**src/rtl/spi_regbank.sv**
```systemverilog
// spi_regbank: control/status register bank behind an SPI slave front end.
// Define SPI_REGBANK_STAT_IRQ_EN to add sticky status, irq-enable and o_irq.
module spi_regbank #(
  parameter int DW     = 16,
  parameter int AW     = 16,
  parameter int N_CTRL = 3,
  parameter int N_STAT = 3,
  parameter logic [N_CTRL*DW-1:0] CTRL_RST =
    (N_CTRL*DW)'(16'h0100)
) (
  input  logic                 clk,
  input  logic                 rstn,
  input  logic [AW-1:0]        i_addr,
  input  logic [DW-1:0]        i_wdata,
  input  logic                 i_wr,
  input  logic                 i_rd,
  output logic [DW-1:0]        o_rdata,
  output logic                 o_rvalid,
  output logic                 o_err,
  input  logic [N_STAT-1:0]    i_stat,
  output logic [N_CTRL*DW-1:0] o_ctrl,
  output logic                 o_irq
);

  localparam logic [AW-1:0] A_STAT = AW'(2 * N_CTRL);

  logic [DW-1:0]     ctrl [N_CTRL];
  logic [N_CTRL-1:0] hit_ctrl;
  logic              hit_stat;
  logic              mapped;
  logic              rd_en;
  logic [DW-1:0]     rd_mux;
  logic [N_STAT-1:0] sync1;
  logic [N_STAT-1:0] sync2;

`ifdef SPI_REGBANK_STAT_IRQ_EN
  localparam logic [AW-1:0] A_STK = AW'(2 * N_CTRL + 2);
  localparam logic [AW-1:0] A_IEN = AW'(2 * N_CTRL + 4);

  logic              hit_stk;
  logic              hit_ien;
  logic [N_STAT-1:0] stat_d;
  logic [N_STAT-1:0] sticky;
  logic [N_STAT-1:0] ien;
  logic [N_STAT-1:0] rise;
  logic [N_STAT-1:0] clr;

  assign hit_stk = (i_addr == A_STK);
  assign hit_ien = (i_addr == A_IEN);
  assign mapped  = |hit_ctrl | hit_stat | hit_stk | hit_ien;
`else
  assign mapped  = |hit_ctrl | hit_stat;
`endif

  // Full-width address decode of the control registers.
  always_comb begin
    hit_ctrl = '0;
    for (int k = 0; k < N_CTRL; k++)
      hit_ctrl[k] = (i_addr == AW'(2 * k));
  end

  assign hit_stat = (i_addr == A_STAT);
  // A write in the same cycle wins; the read is dropped.
  assign rd_en    = i_rd & ~i_wr;

  // Read data select; unmapped addresses read as zero.
  always_comb begin
    rd_mux = '0;
    for (int k = 0; k < N_CTRL; k++)
      if (hit_ctrl[k]) rd_mux = ctrl[k];
    if (hit_stat) rd_mux = DW'(sync2);
`ifdef SPI_REGBANK_STAT_IRQ_EN
    if (hit_stk) rd_mux = DW'(sticky);
    if (hit_ien) rd_mux = DW'(ien);
`endif
  end

  // Two-flop synchronizer for the asynchronous status inputs.
  always_ff @(posedge clk or negedge rstn) begin
    if (!rstn) begin
      sync1 <= '0;
      sync2 <= '0;
    end else begin
      sync1 <= i_stat;
      sync2 <= sync1;
    end
  end

  // Control registers: full-width write on a decoded hit.
  always_ff @(posedge clk or negedge rstn) begin
    if (!rstn) begin
      for (int k = 0; k < N_CTRL; k++)
        ctrl[k] <= CTRL_RST[k*DW +: DW];
    end else begin
      for (int k = 0; k < N_CTRL; k++)
        if (i_wr && hit_ctrl[k]) ctrl[k] <= i_wdata;
    end
  end

  for (genvar k = 0; k < N_CTRL; k++) begin : g_out
    assign o_ctrl[k*DW +: DW] = ctrl[k];
  end

  // Read response and error pulse, one cycle after the strobe.
  always_ff @(posedge clk or negedge rstn) begin
    if (!rstn) begin
      o_rdata  <= '0;
      o_rvalid <= 1'b0;
      o_err    <= 1'b0;
    end else begin
      o_rvalid <= rd_en;
      o_err    <= (i_wr & i_rd) | ((i_wr | i_rd) & ~mapped);
      if (rd_en) o_rdata <= rd_mux;
    end
  end

`ifdef SPI_REGBANK_STAT_IRQ_EN
  assign rise = sync2 & ~stat_d;
  assign clr  = (i_wr && hit_stk) ? i_wdata[N_STAT-1:0] : '0;

  // Sticky edge capture (set beats W1C), enable and registered irq.
  always_ff @(posedge clk or negedge rstn) begin
    if (!rstn) begin
      stat_d <= '0;
      sticky <= '0;
      ien    <= '0;
      o_irq  <= 1'b0;
    end else begin
      stat_d <= sync2;
      sticky <= (sticky & ~clr) | rise;
      if (i_wr && hit_ien) ien <= i_wdata[N_STAT-1:0];
      o_irq  <= |(sticky & ien);
    end
  end
`else
  assign o_irq = 1'b0;
`endif

endmodule

```
**config.mk**
```make
export PLATFORM = sky130hd
export DESIGN_NAME = spi_regbank
export DESIGN_NICKNAME = d
export VERILOG_FILES = /design/src/rtl/spi_regbank.sv
export SDC_FILE = /design/constraint.sdc
export NUM_CORES = 1
export LEC_CHECK = 0
export CAP_MARGIN = 30
export CORE_MARGIN = 5
export CORE_UTILIZATION = 41
export DETAILED_ROUTE_END_ITERATION = 10
export DONT_BUFFER_PORTS = 1
export PLACE_DENSITY = 0.53
export SKIP_CTS_REPAIR_TIMING = 1
export SLEW_MARGIN = 40
export SYNTH_ARGS = -nofsm -noshare
export SYNTH_HDL_FRONTEND = slang
export SYNTH_SLANG_ARGS = --single-unit
export TNS_END_PERCENT = 100
```
**constraint.sdc**
```tcl
create_clock -name clk -period 2.47 [get_ports clk]
set_input_delay 0.1235 -clock clk [delete_from_list [all_inputs] [get_ports clk]]
set_output_delay 0.1235 -clock clk [all_outputs]
set_load 0.005 [all_outputs]
```
After elaboration in Yosys (flattened, before gate mapping)

Index checks and enable logic that the tools add are counted.

Flip-flop bits (word level): 72
Input port bits: 39

Muxes and demuxes: 4
Reductions and logical operators: 5
Bitwise operators: 8
Equal/unequal tests: 3

Operators with widths:

| cell                  | number |
|---|---|
| $mux W16              | 4 |
| $eq A16 B3 Y1 const B | 2 |
| $eq A16 B2 Y1 const B | 1 |
| $logic_not A16 Y1     | 1 |
| $and A1 B1 Y1         | 3 |
| $logic_and A1 B1 Y1   | 3 |
| $or A1 B1 Y1          | 3 |
| $reduce_or A3 Y1      | 1 |
| $not A1 Y1            | 2 |

Logic depth before layout (Yosys ltp)

Word-level depth: 6
Mapped depth: 6
Gate-level depth less buffers: 4

Worst setup path after synthesis

Ideal clock, no wire load.

Kind: in2reg
Start: input port i_addr[9]
End: register ctrl (netlist bit o_ctrl[37])
Cell stages on the path: 6
Buffers on the path: 2
Data arrival time: 1,629 ps
Setup slack: 716 ps
Cell sequence: nor4_1 -> nand4_1 -> or4_1 -> buf_2 -> buf_6 -> mux2_4

Word-level cells in the longest chain between the ends: 2

RTL lines:

| what                            | RTL line | source |
|---|---|---|
| from (decl)                     | 13       | `input logic [AW-1:0] i_addr,` |
| $eq A16 B3 Y1                   | 59       | `hit_ctrl[k] = (i_addr == AW'(2 * k));` |
| $logic_and A1 B1 Y1             | 96       | `if (i_wr && hit_ctrl[k]) ctrl[k] <= i_wdata;` |
| to (signal, indexed assignment) | 93       | `ctrl[k] <= CTRL_RST[k*DW +: DW];` |
| to (signal, indexed assignment) | 96       |  |
| to (decl)                       | 27       | `logic [DW-1:0] ctrl [N_CTRL];` |

Every way passes these cells.
A chain may end at the register's enable or synchronous reset.

Final worst setup path

Start: input port i_addr[9]
End: register ctrl (netlist bit o_ctrl[46])

The elaborated chain is that of the path after synthesis.

==> out/qor.csv <==
stage;metric;value;unit
layout;area_delta_synth_final;18.5;%
worst_setup_path;crit_type;input port to flop;
worst_setup_path;regToRegSetupSlack;1270;ps
hold_path;min_path_type;input port to flop;
floorplanning;die_area;9290;sq um
pwr;irDropWorstVdd;0.249;mV
worst_setup_path;cp_slowest_stage_delay;530;ps
route;ant_nets;0;
pwr;power_leakage;1.76;nW
grt;grt_pass1_vias;1945;
worst_setup_path;reg2reg_depth;3;
layout;n_antenna_cell;0;
grt;grt-ovfl-total;0;
placed_design;dpl.hpwl;5210;um
timing;tns;0;ps
cts;clock_latency;340;ps
yosys;synthDistinctLibCells;24;
worst_setup_path;r2r_end;o_rdata[0]$_DFFE_PN0P_;
grt;grt_pass1_wl;11200;um
layout;nets;283;
yosys;avgSynthCellArea;14.2;sq um
route;drt_iter0_markers;51;
timing;worst_slack;939;ps
yosys;syn_inst;215;
cts;h-tree-depth;3;
route;wl;7550;um
timing;setup_viol;0;
route;vias;1883;
worst_setup_path;crit_chain;nor4_1, nand4_1, or4_1, buf_4, mux2_4;
placed_design;numPortBuffers;0;
cts;ctsLongestPathBuffers;2;
floorplanning;start_util;42.2;%
grt;grt_max_degree;73;
placed_design;dp_slack;584;ps
timing;worst_hold_slack;73.2;ps
grt;grt_usage;16.8;%
timing;period_share;62.0;%
grt;grt_antenna_before_repair;0;
yosys;synth-seq-cells;72;
worst_setup_path;timing.rr.start;o_ctrl[32]$_DFFE_PN0P_;
cts;cts-root-buf;clkbuf_8;
worst_setup_path;critPathRequiredTime;2700;ps
floorplanning;placeableCoreArea;7250;sq um
worst_setup_path;worstPathMaxFanout;9;
cts;cts_num_sinks;72;
floorplanning;row_count;31;
route;vias_per_cell;5.41;
timing;drv_slew;0;
worst_setup_path;crit_buf_inv;1;
cts;cts_tree;done;
timing;hold_violations;0;
worst_setup_path;cp.depth;5;
pwr;power_density;605;nW/um^2
yosys;netlist_area;3060;sq um
worst_setup_path;cpMaxStageDelayCell;or4_1;
worst_setup_path;endpoint;o_ctrl[46]$_DFFE_PN0P_;
worst_setup_path;end_kind;flop;
worst_setup_path;cpLargestDelayFamily;simple AND/OR/NAND/NOR gates;
worst_setup_path;worstPathArrival;1760;ps
yosys;ys_seq_area_share;58.9;%
timing;fin_crit;1530;ps
worst_setup_path;critPathLaunchType;input port;
timing;finalClockSkew;7.29;ps
run;cap_violations;0;
yosys;ys_async_sr_fraction;100;%
cts;numCtsBuffers;9;
floorplanning;chipHeight;96.4;um
yosys;synth_edf_count;0;
yosys;ys_dominant_reg_cell;dfrtp_1;
yosys;yosys_warnings;0;
status;outcome;finished, final reports clean;
yosys;syn_nets;254;
layout;drive_above_1_share;31.7;%
route;firstDrtPassIters;3;
route;drc;0;
layout;fill_cells;666;
floorplanning;ioPinCount;106;
placed_design;gp_congestion;0.644;
timing;rsz0062_at_grt;no;
floorplanning;die_x;96.4;um
cts;cts.reportedPaths.clkPinSlew;80;ps
worst_setup_path;startpoint;i_addr[9];
timing;max_freq;653;MHz
route;wl_per_cell;21.7;um
## logic make-up after synthesis
family / count (synthesis) / share of synthesized area [%]
flip-flops: 72 / 58.9
AO/OA/AOI/OAI: 30 / 6.58
adder cells (fa/ha/maj): 1 / 0.327
other: 1 / 0.123
AND/OR/NAND/NOR: 30 / 4.58
buffers and inverters: 17 / 2.90
multiplexers: 64 / 26.6
## flip-flops by register name, indices dropped and copies added, names as in the netlist
name / cells
o_rvalid: 1
o_rdata: 16
sync2: 3
sync1: 3
o_err: 1
o_ctrl: 48
## layout make-up
class / instances / area (sq um) / share of cell area (%)
Multi-Input combinational cell: 126 / 1180 / 32.4
Clock buffer: 10 / 128 / 3.52
Tap cell: 99 / 124 / 3.42
Timing Repair Buffer: 32 / 315 / 8.70
Clock inverter: 6 / 68.8 / 1.90
Inverter: 3 / 11.3 / 0.311
Sequential cell: 72 / 1800 / 49.7
## power breakdown
group,switching (mW),internal (mW),total [mW]
registers,0.00266,1.18,1.19
clock network,0.445,0.470,0.914
logic,0.0496,0.0418,0.0914
## stage by stage
step	area, sq um	utilization [%]	cells	power (mW)
floorplan	3060	-	215	1.24
global placement	3180	43.9	309	1.24
detailed placement	3180	43.9	309	1.24
CTS	3380	46.6	325	2.16
global route	3630	50.0	348	2.29
finish	3630	50.0	348	2.19
## routing by layer
layer | GRT usage [%] | up-vias | wire length [um]
met4 | 6.07 | 0 | 121
met3 | 7.13 | 10 | 663
met2 | 27.1 | 69 | 3740
met5 | 0 | - | 0
met1 | 20.1 | 980 | 3020
li1 | - | 824 | -
## cell usage after synthesis (3+ instances only)
library cell | count | area [sq um]
dfrtp_1 | 71 | 1780
buf_2 | 5 | 25.0
nor4_1 | 3 | 18.8
mux2_2 | 28 | 315
a22o_1 | 13 | 114
mux2i_1 | 13 | 130
mux4_2 | 3 | 67.6
inv_1 | 3 | 11.3
mux2_4 | 20 | 300
clkbuf_1 | 5 | 18.8
nand2_1 | 18 | 67.6
nand2b_1 | 3 | 18.8
o21ai_0 | 16 | 80.1
## cells in the final DEF, fill, tap and decap left out
cell type / synthesis / final
inv_1: 3 / 3
or4_1: 2 / 2
nor2_1: 2 / 1
buf_16: 0 / 1
nor2_2: 0 / 1
inv_6: 0 / 1
dfstp_2: 1 / 1
maj3_1: 1 / 1
bufinv_16: 0 / 1
dlygate4sd3_1: 0 / 22
mux2_4: 20 / 20
nand2b_1: 3 / 3
mux2i_1: 13 / 13
nand4_1: 1 / 1
buf_4: 1 / 9
clkbuf_8: 0 / 9
a211oi_2: 0 / 1
a22o_1: 13 / 13
clkbuf_1: 5 / 1
o21ai_0: 16 / 16
dfrtp_1: 71 / 71
mux2_2: 28 / 28
nor4_1: 3 / 3
conb_1: 1 / 1
nand2_1: 18 / 18
nor2b_1: 1 / 1
clkinvlp_4: 0 / 4
mux4_2: 3 / 3
## worst min-delay path by stage
stage | start | to | slack [ps] | cells after the start
2_1_floorplan | rstn | o_ctrl[0]$_DFFE_PN0P_ | -170 | 0
3_3_place_gp | rstn | o_rdata[2]$_DFFE_PN0P_ | -170 | 0
3_5_place_dp | rstn | o_rdata[2]$_DFFE_PN0P_ | -170 | 0
4_1_cts | rstn | o_rdata[7]$_DFFE_PN0P_ | -550 | 0
5_1_grt | i_addr[1] | o_rdata[9]$_DFFE_PN0P_ | 60 | 2
6_report | i_addr[1] | o_rdata[9]$_DFFE_PN0P_ | 70 | 2
(Power assumes the default switching activity.)
